[config.mk]
export PLATFORM = sky130hd
export DESIGN_NAME = mem_responder_flat
export DESIGN_NICKNAME = d
export VERILOG_FILES = /design/src/rtl/mem_responder_pkg.sv /design/src/rtl/mem_responder_if.sv /design/src/rtl/mem_responder.sv /design/src/flat_wrapper.sv
export SDC_FILE = /design/constraint.sdc
export NUM_CORES = 1
export LEC_CHECK = 0
export BUFFER_PORTS_ARGS = -buffer_cell sky130_fd_sc_hd__buf_2
export CAP_MARGIN = 20
export CORE_UTILIZATION = 46
export DETAILED_ROUTE_END_ITERATION = 12
export MAX_ROUTING_LAYER = met4
export PLACE_DENSITY = 0.86
export SYNTH_ARGS = -nofsm -noshare
export SYNTH_HDL_FRONTEND = slang
export SYNTH_SLANG_ARGS = --single-unit
[constraint.sdc]
create_clock -name clk -period 5.3 [get_ports clk]
set_input_delay 0.53 -clock clk [delete_from_list [all_inputs] [get_ports clk]]
set_output_delay 0.53 -clock clk [all_outputs]
set_load 0.005 [all_outputs]
[src/rtl/mem_responder_pkg.sv]
// Shared types for the memory responder: word/mask types, FSM state encoding, address helper.
// Latency: n/a (types and constants only).
// Backpressure: n/a.
package mem_responder_pkg;

  typedef logic [31:0] rv32i_word;
  typedef logic [3:0]  rv32i_mask;

  // Responder FSM state. Plain logic vector so legacy code can compare against raw encodings.
  typedef logic [2:0] memresp_state_t;

  localparam logic [2:0] IDLE      = 3'd0;
  localparam logic [2:0] DATA_XFER = 3'd1;
  localparam logic [2:0] INST_XFER = 3'd2;
  localparam logic [2:0] DATA_RESP = 3'd3;
  localparam logic [2:0] INST_RESP = 3'd4;

  // Instruction fetches always move a whole word.
  localparam rv32i_mask FULL_WORD_MASK = 4'b1111;

  // The backing bus is word addressed; the low two bits never leave the responder.
  function automatic rv32i_word word_align(input rv32i_word addr);
    return {addr[31:2], 2'b00};
  endfunction

endpackage

[src/rtl/mem_responder_if.sv]
// Bundle of the datapath request ports and the backing memory bus seen by the responder.
// Latency: n/a (wiring only).
// Backpressure: requesters hold a request until their resp pulse; pmem holds the strobe until pmem_resp.
interface mem_responder_if;
  import mem_responder_pkg::*;

  // instruction fetch port
  logic      inst_mem_read;
  rv32i_word inst_mem_address;
  logic      inst_mem_resp;
  rv32i_word inst_mem_rdata;

  // data load/store port
  logic      data_mem_read;
  logic      data_mem_write;
  rv32i_word data_mem_address;
  rv32i_word data_mem_wdata;
  rv32i_mask mem_byte_enable;
  logic      data_mem_resp;
  rv32i_word data_mem_rdata;

  // backing memory bus
  logic      pmem_read;
  logic      pmem_write;
  rv32i_word pmem_address;
  rv32i_word pmem_wdata;
  rv32i_mask pmem_byte_enable;
  logic      pmem_resp;
  rv32i_word pmem_rdata;

  // Responder side.
  modport slave (
    input  inst_mem_read, inst_mem_address,
    input  data_mem_read, data_mem_write, data_mem_address, data_mem_wdata, mem_byte_enable,
    input  pmem_resp, pmem_rdata,
    output inst_mem_resp, inst_mem_rdata,
    output data_mem_resp, data_mem_rdata,
    output pmem_read, pmem_write, pmem_address, pmem_wdata, pmem_byte_enable
  );

  // Datapath plus backing memory side.
  modport master (
    output inst_mem_read, inst_mem_address,
    output data_mem_read, data_mem_write, data_mem_address, data_mem_wdata, mem_byte_enable,
    output pmem_resp, pmem_rdata,
    input  inst_mem_resp, inst_mem_rdata,
    input  data_mem_resp, data_mem_rdata,
    input  pmem_read, pmem_write, pmem_address, pmem_wdata, pmem_byte_enable
  );

endinterface

[src/rtl/mem_responder.sv]
// Serves one fetch or load/store at a time over a single word-wide backing bus; data beats fetch.
// Latency: request sampled in IDLE at cycle 0, strobe from cycle 1, resp one cycle after pmem_resp.
// Backpressure: strobe held until pmem_resp; requesters hold their request until their resp pulse.
module mem_responder
  import mem_responder_pkg::*;
(
  input  logic            clk,
  input  logic            rst,
  mem_responder_if.slave  bus
);

  memresp_state_t state;
  memresp_state_t state_next;

  logic      data_req;
  logic      pmem_read_q;
  logic      pmem_write_q;
  rv32i_word pmem_address_q;
  rv32i_word pmem_wdata_q;
  rv32i_mask pmem_byte_enable_q;
  rv32i_word inst_rdata_q;
  rv32i_word data_rdata_q;

  // A store wins over a simultaneous load, so any data strobe counts as a data request.
  assign data_req = bus.data_mem_read | bus.data_mem_write;

  // Next-state: data has fixed priority in IDLE; RESP states always fall back to IDLE so a
  // request still high there is not served twice.
  always_comb begin
    state_next = state;
    case (state)
      IDLE: begin
        if (data_req)               state_next = DATA_XFER;
        else if (bus.inst_mem_read) state_next = INST_XFER;
      end
      DATA_XFER: if (bus.pmem_resp) state_next = DATA_RESP;
      INST_XFER: if (bus.pmem_resp) state_next = INST_RESP;
      DATA_RESP: state_next = IDLE;
      INST_RESP: state_next = IDLE;
      default:   state_next = IDLE;
    endcase
  end

  // State register; reset aborts any transfer in flight.
  always_ff @(posedge clk or posedge rst) begin
    if (rst) state <= IDLE;
    else     state <= state_next;
  end

  // Latch the accepted request into the pmem drive registers and drop the strobe on pmem_resp.
  // The latch happens only in IDLE, so requester changes during XFER cannot reach the bus.
  always_ff @(posedge clk or posedge rst) begin
    if (rst) begin
      pmem_read_q        <= 1'b0;
      pmem_write_q       <= 1'b0;
      pmem_address_q     <= '0;
      pmem_wdata_q       <= '0;
      pmem_byte_enable_q <= '0;
    end else begin
      case (state)
        IDLE: begin
          if (data_req) begin
            pmem_address_q     <= word_align(bus.data_mem_address);
            pmem_wdata_q       <= bus.data_mem_wdata;
            pmem_byte_enable_q <= bus.mem_byte_enable;
            pmem_write_q       <= bus.data_mem_write;
            pmem_read_q        <= ~bus.data_mem_write;
          end else if (bus.inst_mem_read) begin
            pmem_address_q     <= word_align(bus.inst_mem_address);
            pmem_wdata_q       <= '0;
            pmem_byte_enable_q <= FULL_WORD_MASK;
            pmem_write_q       <= 1'b0;
            pmem_read_q        <= 1'b1;
          end
        end
        DATA_XFER, INST_XFER: begin
          if (bus.pmem_resp) begin
            pmem_read_q  <= 1'b0;
            pmem_write_q <= 1'b0;
          end
        end
        default: begin
          pmem_read_q  <= 1'b0;
          pmem_write_q <= 1'b0;
        end
      endcase
    end
  end

  // Capture read data into the port that asked for it; stores leave data_mem_rdata alone.
  always_ff @(posedge clk or posedge rst) begin
    if (rst) begin
      inst_rdata_q <= '0;
      data_rdata_q <= '0;
    end else if (bus.pmem_resp && pmem_read_q) begin
      if (state == INST_XFER) inst_rdata_q <= bus.pmem_rdata;
      if (state == DATA_XFER) data_rdata_q <= bus.pmem_rdata;
    end
  end

  // Response pulses decode straight from the state register: one cycle each, never together.
  assign bus.inst_mem_resp    = (state == INST_RESP);
  assign bus.data_mem_resp    = (state == DATA_RESP);
  assign bus.inst_mem_rdata   = inst_rdata_q;
  assign bus.data_mem_rdata   = data_rdata_q;
  assign bus.pmem_read        = pmem_read_q;
  assign bus.pmem_write       = pmem_write_q;
  assign bus.pmem_address     = pmem_address_q;
  assign bus.pmem_wdata       = pmem_wdata_q;
  assign bus.pmem_byte_enable = pmem_byte_enable_q;

endmodule

[src/flat_wrapper.sv]
// flat-port wrapper written by rule: the top's interface ports become plain ports
module mem_responder_flat import mem_responder_pkg::*;
  (clk, rst, bus_inst_mem_read, bus_inst_mem_address, bus_data_mem_read, bus_data_mem_write, bus_data_mem_address, bus_data_mem_wdata, bus_mem_byte_enable, bus_pmem_resp, bus_pmem_rdata, bus_inst_mem_resp, bus_inst_mem_rdata, bus_data_mem_resp, bus_data_mem_rdata, bus_pmem_read, bus_pmem_write, bus_pmem_address, bus_pmem_wdata, bus_pmem_byte_enable);
  mem_responder_if bus_i ();
  input  logic clk;
  input  logic rst;
  input wire logic [$bits(bus_i.inst_mem_read)-1:0] bus_inst_mem_read;
  input wire logic [$bits(bus_i.inst_mem_address)-1:0] bus_inst_mem_address;
  input wire logic [$bits(bus_i.data_mem_read)-1:0] bus_data_mem_read;
  input wire logic [$bits(bus_i.data_mem_write)-1:0] bus_data_mem_write;
  input wire logic [$bits(bus_i.data_mem_address)-1:0] bus_data_mem_address;
  input wire logic [$bits(bus_i.data_mem_wdata)-1:0] bus_data_mem_wdata;
  input wire logic [$bits(bus_i.mem_byte_enable)-1:0] bus_mem_byte_enable;
  input wire logic [$bits(bus_i.pmem_resp)-1:0] bus_pmem_resp;
  input wire logic [$bits(bus_i.pmem_rdata)-1:0] bus_pmem_rdata;
  output wire logic [$bits(bus_i.inst_mem_resp)-1:0] bus_inst_mem_resp;
  output wire logic [$bits(bus_i.inst_mem_rdata)-1:0] bus_inst_mem_rdata;
  output wire logic [$bits(bus_i.data_mem_resp)-1:0] bus_data_mem_resp;
  output wire logic [$bits(bus_i.data_mem_rdata)-1:0] bus_data_mem_rdata;
  output wire logic [$bits(bus_i.pmem_read)-1:0] bus_pmem_read;
  output wire logic [$bits(bus_i.pmem_write)-1:0] bus_pmem_write;
  output wire logic [$bits(bus_i.pmem_address)-1:0] bus_pmem_address;
  output wire logic [$bits(bus_i.pmem_wdata)-1:0] bus_pmem_wdata;
  output wire logic [$bits(bus_i.pmem_byte_enable)-1:0] bus_pmem_byte_enable;
  assign bus_i.inst_mem_read = bus_inst_mem_read;
  assign bus_i.inst_mem_address = bus_inst_mem_address;
  assign bus_i.data_mem_read = bus_data_mem_read;
  assign bus_i.data_mem_write = bus_data_mem_write;
  assign bus_i.data_mem_address = bus_data_mem_address;
  assign bus_i.data_mem_wdata = bus_data_mem_wdata;
  assign bus_i.mem_byte_enable = bus_mem_byte_enable;
  assign bus_i.pmem_resp = bus_pmem_resp;
  assign bus_i.pmem_rdata = bus_pmem_rdata;
  assign bus_inst_mem_resp = bus_i.inst_mem_resp;
  assign bus_inst_mem_rdata = bus_i.inst_mem_rdata;
  assign bus_data_mem_resp = bus_i.data_mem_resp;
  assign bus_data_mem_rdata = bus_i.data_mem_rdata;
  assign bus_pmem_read = bus_i.pmem_read;
  assign bus_pmem_write = bus_i.pmem_write;
  assign bus_pmem_address = bus_i.pmem_address;
  assign bus_pmem_wdata = bus_i.pmem_wdata;
  assign bus_pmem_byte_enable = bus_i.pmem_byte_enable;
  mem_responder u_core (.clk(clk), .rst(rst), .bus(bus_i));
endmodule
==> metrics.log <==
[metrics] maximum VDD drop: between 300 and 400 uV
[metrics] hold-fix buffer count after cts: 0
[metrics] DP Cell Count: ~740
[metrics] power dissipated by switching net loads: 0.001300 W
[metrics] number of buffers inserted to repair setup after CTS: 0
[metrics] count of maximum capacitance violations: 0
[metrics] status: finished with violations
[metrics] clock tree from TritonCTS: yes
[metrics] number of synthesized flops with an enable pin: 0
[metrics] Clock transition at path regs: 0.05 ns
[metrics] first-pass GRT wire length: between 20 and 25 mm
[metrics] clock share of power: 24.7%
[metrics] I/O pin count: 274
[metrics] post-route antenna net violation count: 0
[metrics] Post-Route Skew: 0.008453 ns
[metrics] met3 wire length: 795 microns
[metrics] Detail Route met2 WL: about 6.6 mm
[metrics] cts bufs inserted: 17
[metrics] Final Cycle Share: 38.04%
[metrics] Leakage Power: approximately 4 nW
[metrics] final RePlAce weighted congestion: 0.7735
[metrics] clock root buffer: sky130_fd_sc_hd__clkbuf_16
[metrics] DR top layer: met4
[metrics] Critical Setup Path Class: reg -> reg
[metrics] Net count, final: roughly 760
[metrics] number of vias per cell: 5.097
[metrics] Fillers: around 840
[metrics] power share of the combinational group: about 35%
[metrics] buffers and inverters on the worst path: 1
[metrics] largest area contributor in the netlist: sky130_fd_sc_hd__dfrtp_1
[metrics] portion of synthesized cell area occupied by the leading cell type: 60.51%
[metrics] WP data arrival: 2.30 ns
[metrics] Post-Synthesis Cells: 350
[metrics] vias in the first global route: roughly 4100
[metrics] Placement Rows: 39
[metrics] async set-or-reset flop fraction in the synthesized netlist: 100.0%
[metrics] number of warnings printed during yosys synthesis: 0
[metrics] cell with the most instances after synthesis: sky130_fd_sc_hd__dfrtp_1
[metrics] share of total power consumed by net switching: 29.87%
[metrics] category of the worst setup path capture point: flop
[metrics] Port Buffers: roughly 270
[metrics] post-layout power: around 0.0044 W
[metrics] ratio of cells with drive above 1 in the final layout: 69.00%
[metrics] die boundary height: between 100 and 150 microns
[metrics] starting density of the core: 48.07%
[metrics] area overhead of the layout relative to synthesis: 35.10%
[metrics] estimated wirelength of the detail-placed design: approximately 9.3 mm
[metrics] gr ovfl total: 0
[metrics] worst-skew pair later-pin latency: slightly above 0.4 ns
[metrics] final critical-path required period: 2.016 ns
[metrics] Distinct cells, synth: 31
[metrics] type of element launching the critical path: flop
[metrics] Max H-tree Level: 4
[metrics] dominant register cell in the synthesized netlist: sky130_fd_sc_hd__dfrtp_1
[metrics] total track usage: 21.79%
[metrics] f_max: 496.0 MHz
[metrics] Worst slew margin: 47.59%
[metrics] most common library cells after synthesis: 135 x sky130_fd_sc_hd__dfrtp_1, 92 x sky130_fd_sc_hd__mux2_2, 33 x sky130_fd_sc_hd__a22o_1
[metrics] final worst hold slack: 0.2054 ns
[metrics] clock sink total: 135
[metrics] Synth Cell Area: 5583 sq um
[metrics] flop and latch count out of synthesis: 135
[metrics] required time worst endpoint: 5.59 ns
[metrics] initial antenna violation count: 0
[metrics] Detailed Route Iter0 Violations: around 250
[metrics] maximum number of pins on one net before global-route repair: 73
[metrics] placeable core region: 11610 sq um
[metrics] transition time at the pin with the least slew margin: 0.7861 ns
[metrics] antenna diode instance count: 0
[metrics] Die Outline Area: 12580 sq um
[metrics] post-route setup TNS: 0 ns
[metrics] average cell area after synthesis: 15.95 sq um
[metrics] sequential area share after synthesis: 60.51%
[metrics] Routed WL per cell: 16.55 microns
[metrics] largest buffer count on any clock path: 2
[metrics] top post-synthesis cells by area: sky130_fd_sc_hd__dfrtp_1 61%, sky130_fd_sc_hd__mux2_2 19%, sky130_fd_sc_hd__mux2_4 8.1%
[metrics] total count of hold-check failures in the final report: 0
[metrics] overall routed net length: around 13 mm
[metrics] setup repair after global routing missed its margin: no
[metrics] violations in the final reports: design-rule violations
[metrics] number of resized instances in the post-cts repair step: 0
[metrics] fin cells: between 700 and 800
[metrics] total power density per cell area: 576.9 nW/um^2
[metrics] DRC Markers: 19
[metrics] top cell family by delay on the critical path: flip-flops
[metrics] P_int: 0.003052 W
[metrics] Critical Path Slowest Stage Cell: sky130_fd_sc_hd__dfrtp_1
[metrics] cell chain of the critical path: nor3_2, o21a_1, buf_4, mux2_2
[metrics] number of setup violations in the final report: 0
[metrics] Die W: 112.2 microns
[metrics] share of total power in sequential cells: around 40%
[metrics] wire length the detailed router placed on met1: 5.153 mm
[metrics] maximum fanout encountered on the critical timing path: 34
[metrics] final slew viol count: 0
[metrics] vias: 3935
[metrics] stage delay of the slowest cell on the critical path: 0.49 ns
[metrics] path category of the worst min-delay check: in -> async
[metrics] number of optimization iterations in the first detailed-route pass: 8
[power by group through the flow]
stage | logic, W | clock network, W | registers (W)
after floorplan | 0.000834 | 0 | 0.00178
after global placement | 0.00145 | 0 | 0.00174
after detailed placement | 0.00152 | 0 | 0.00178
after CTS | 0.00153 | 0.00110 | 0.00177
after global routing | 0.00163 | 0.00114 | 0.00183
final | 0.00151 | 0.00107 | 0.00177
[path summary, 6_finish.rpt]
path,from,end,slack [ns],depth (start not counted)
max,u_core.state[2],u_core.bus.pmem_address[26],3.28,4
min,rst,u_core.bus.data_mem_rdata[17],0.21,2
max reg2reg,u_core.state[2],u_core.bus.pmem_address[26],3.28,4
min reg2reg,u_core.bus.data_mem_rdata[26],u_core.bus.data_mem_rdata[26],0.49,1
max in group asynchronous,rst,u_core.bus.pmem_address[6],3.81,3
min in group clk,bus_mem_byte_enable[2],u_core.bus.pmem_byte_enable[2],0.33,2
[state kept, by name (all words and copies together), names as in the netlist]
signal / count
u_core.bus.inst_mem_rdata: 32
u_core.bus.pmem_read: 1
u_core.state: 3
u_core.bus.pmem_wdata: 32
u_core.bus.pmem_byte_enable: 4
u_core.bus.pmem_address: 30
u_core.bus.pmem_write: 1
u_core.bus.data_mem_rdata: 32
[layout make-up]
type	instances	area [sq um]	share of cell area [%]
clock buffers	18	439.2	5.823
clock inverters	13	107.6	1.427
inverters	2	12.51	0.1659
multi-input cells	188	2024	26.84
flip-flops and latches	135	3378	44.79
well taps	143	178.9	2.372
repair buffers	273	1401	18.58
[cells by family after synthesis]
kind of cell | count (synthesis) | synth area share, %
AOI/OAI and AO/OA | 43 | 6.634
xor gates and xnor gates | 1 | 0.1569
buffers and inverters | 28 | 3.563
DFF | 135 | 60.51
muxes | 124 | 27.03
other | 1 | 0.06717
and+or+nand+nor | 18 | 2.039
[metrics by stage]
| stage | setup WS, ns | cell area (sq um) | utilization [%] |
|---|---|---|---|
| after CTS | 3.270 | 7542 | 64.94 |
| after floorplan | 1.159 | 5587 | - |
| final | 3.284 | 7542 | 64.94 |
| after detailed placement | 3.179 | 6995 | 60.23 |
| after global placement | 3.055 | 6968 | 60.00 |
| after global routing | 3.126 | 7542 | 64.94 |
[cells in the final DEF (no fill, tap or decap), types with 3 or more instances in the layout]
cell	Yosys	final
sky130_fd_sc_hd__clkbuf_16	0	17
sky130_fd_sc_hd__mux2_4	30	30
sky130_fd_sc_hd__a22o_1	33	33
sky130_fd_sc_hd__clkinvlp_4	0	4
sky130_fd_sc_hd__mux2_2	92	92
sky130_fd_sc_hd__buf_2	8	267
sky130_fd_sc_hd__clkinv_2	0	6
sky130_fd_sc_hd__o22a_1	4	4
sky130_fd_sc_hd__buf_4	7	5
sky130_fd_sc_hd__nor3_1	3	3
sky130_fd_sc_hd__nor2_1	4	3
sky130_fd_sc_hd__dfrtp_1	135	135
[routing by layer]
metal  up-vias  global-route usage, %
li1       1805                      -
met1      1935                  25.96
met3        18                  4.860
met4         0                  8.711
met2       177                  36.07
met5         -                      -
Power figures use the tool's default switching activity.
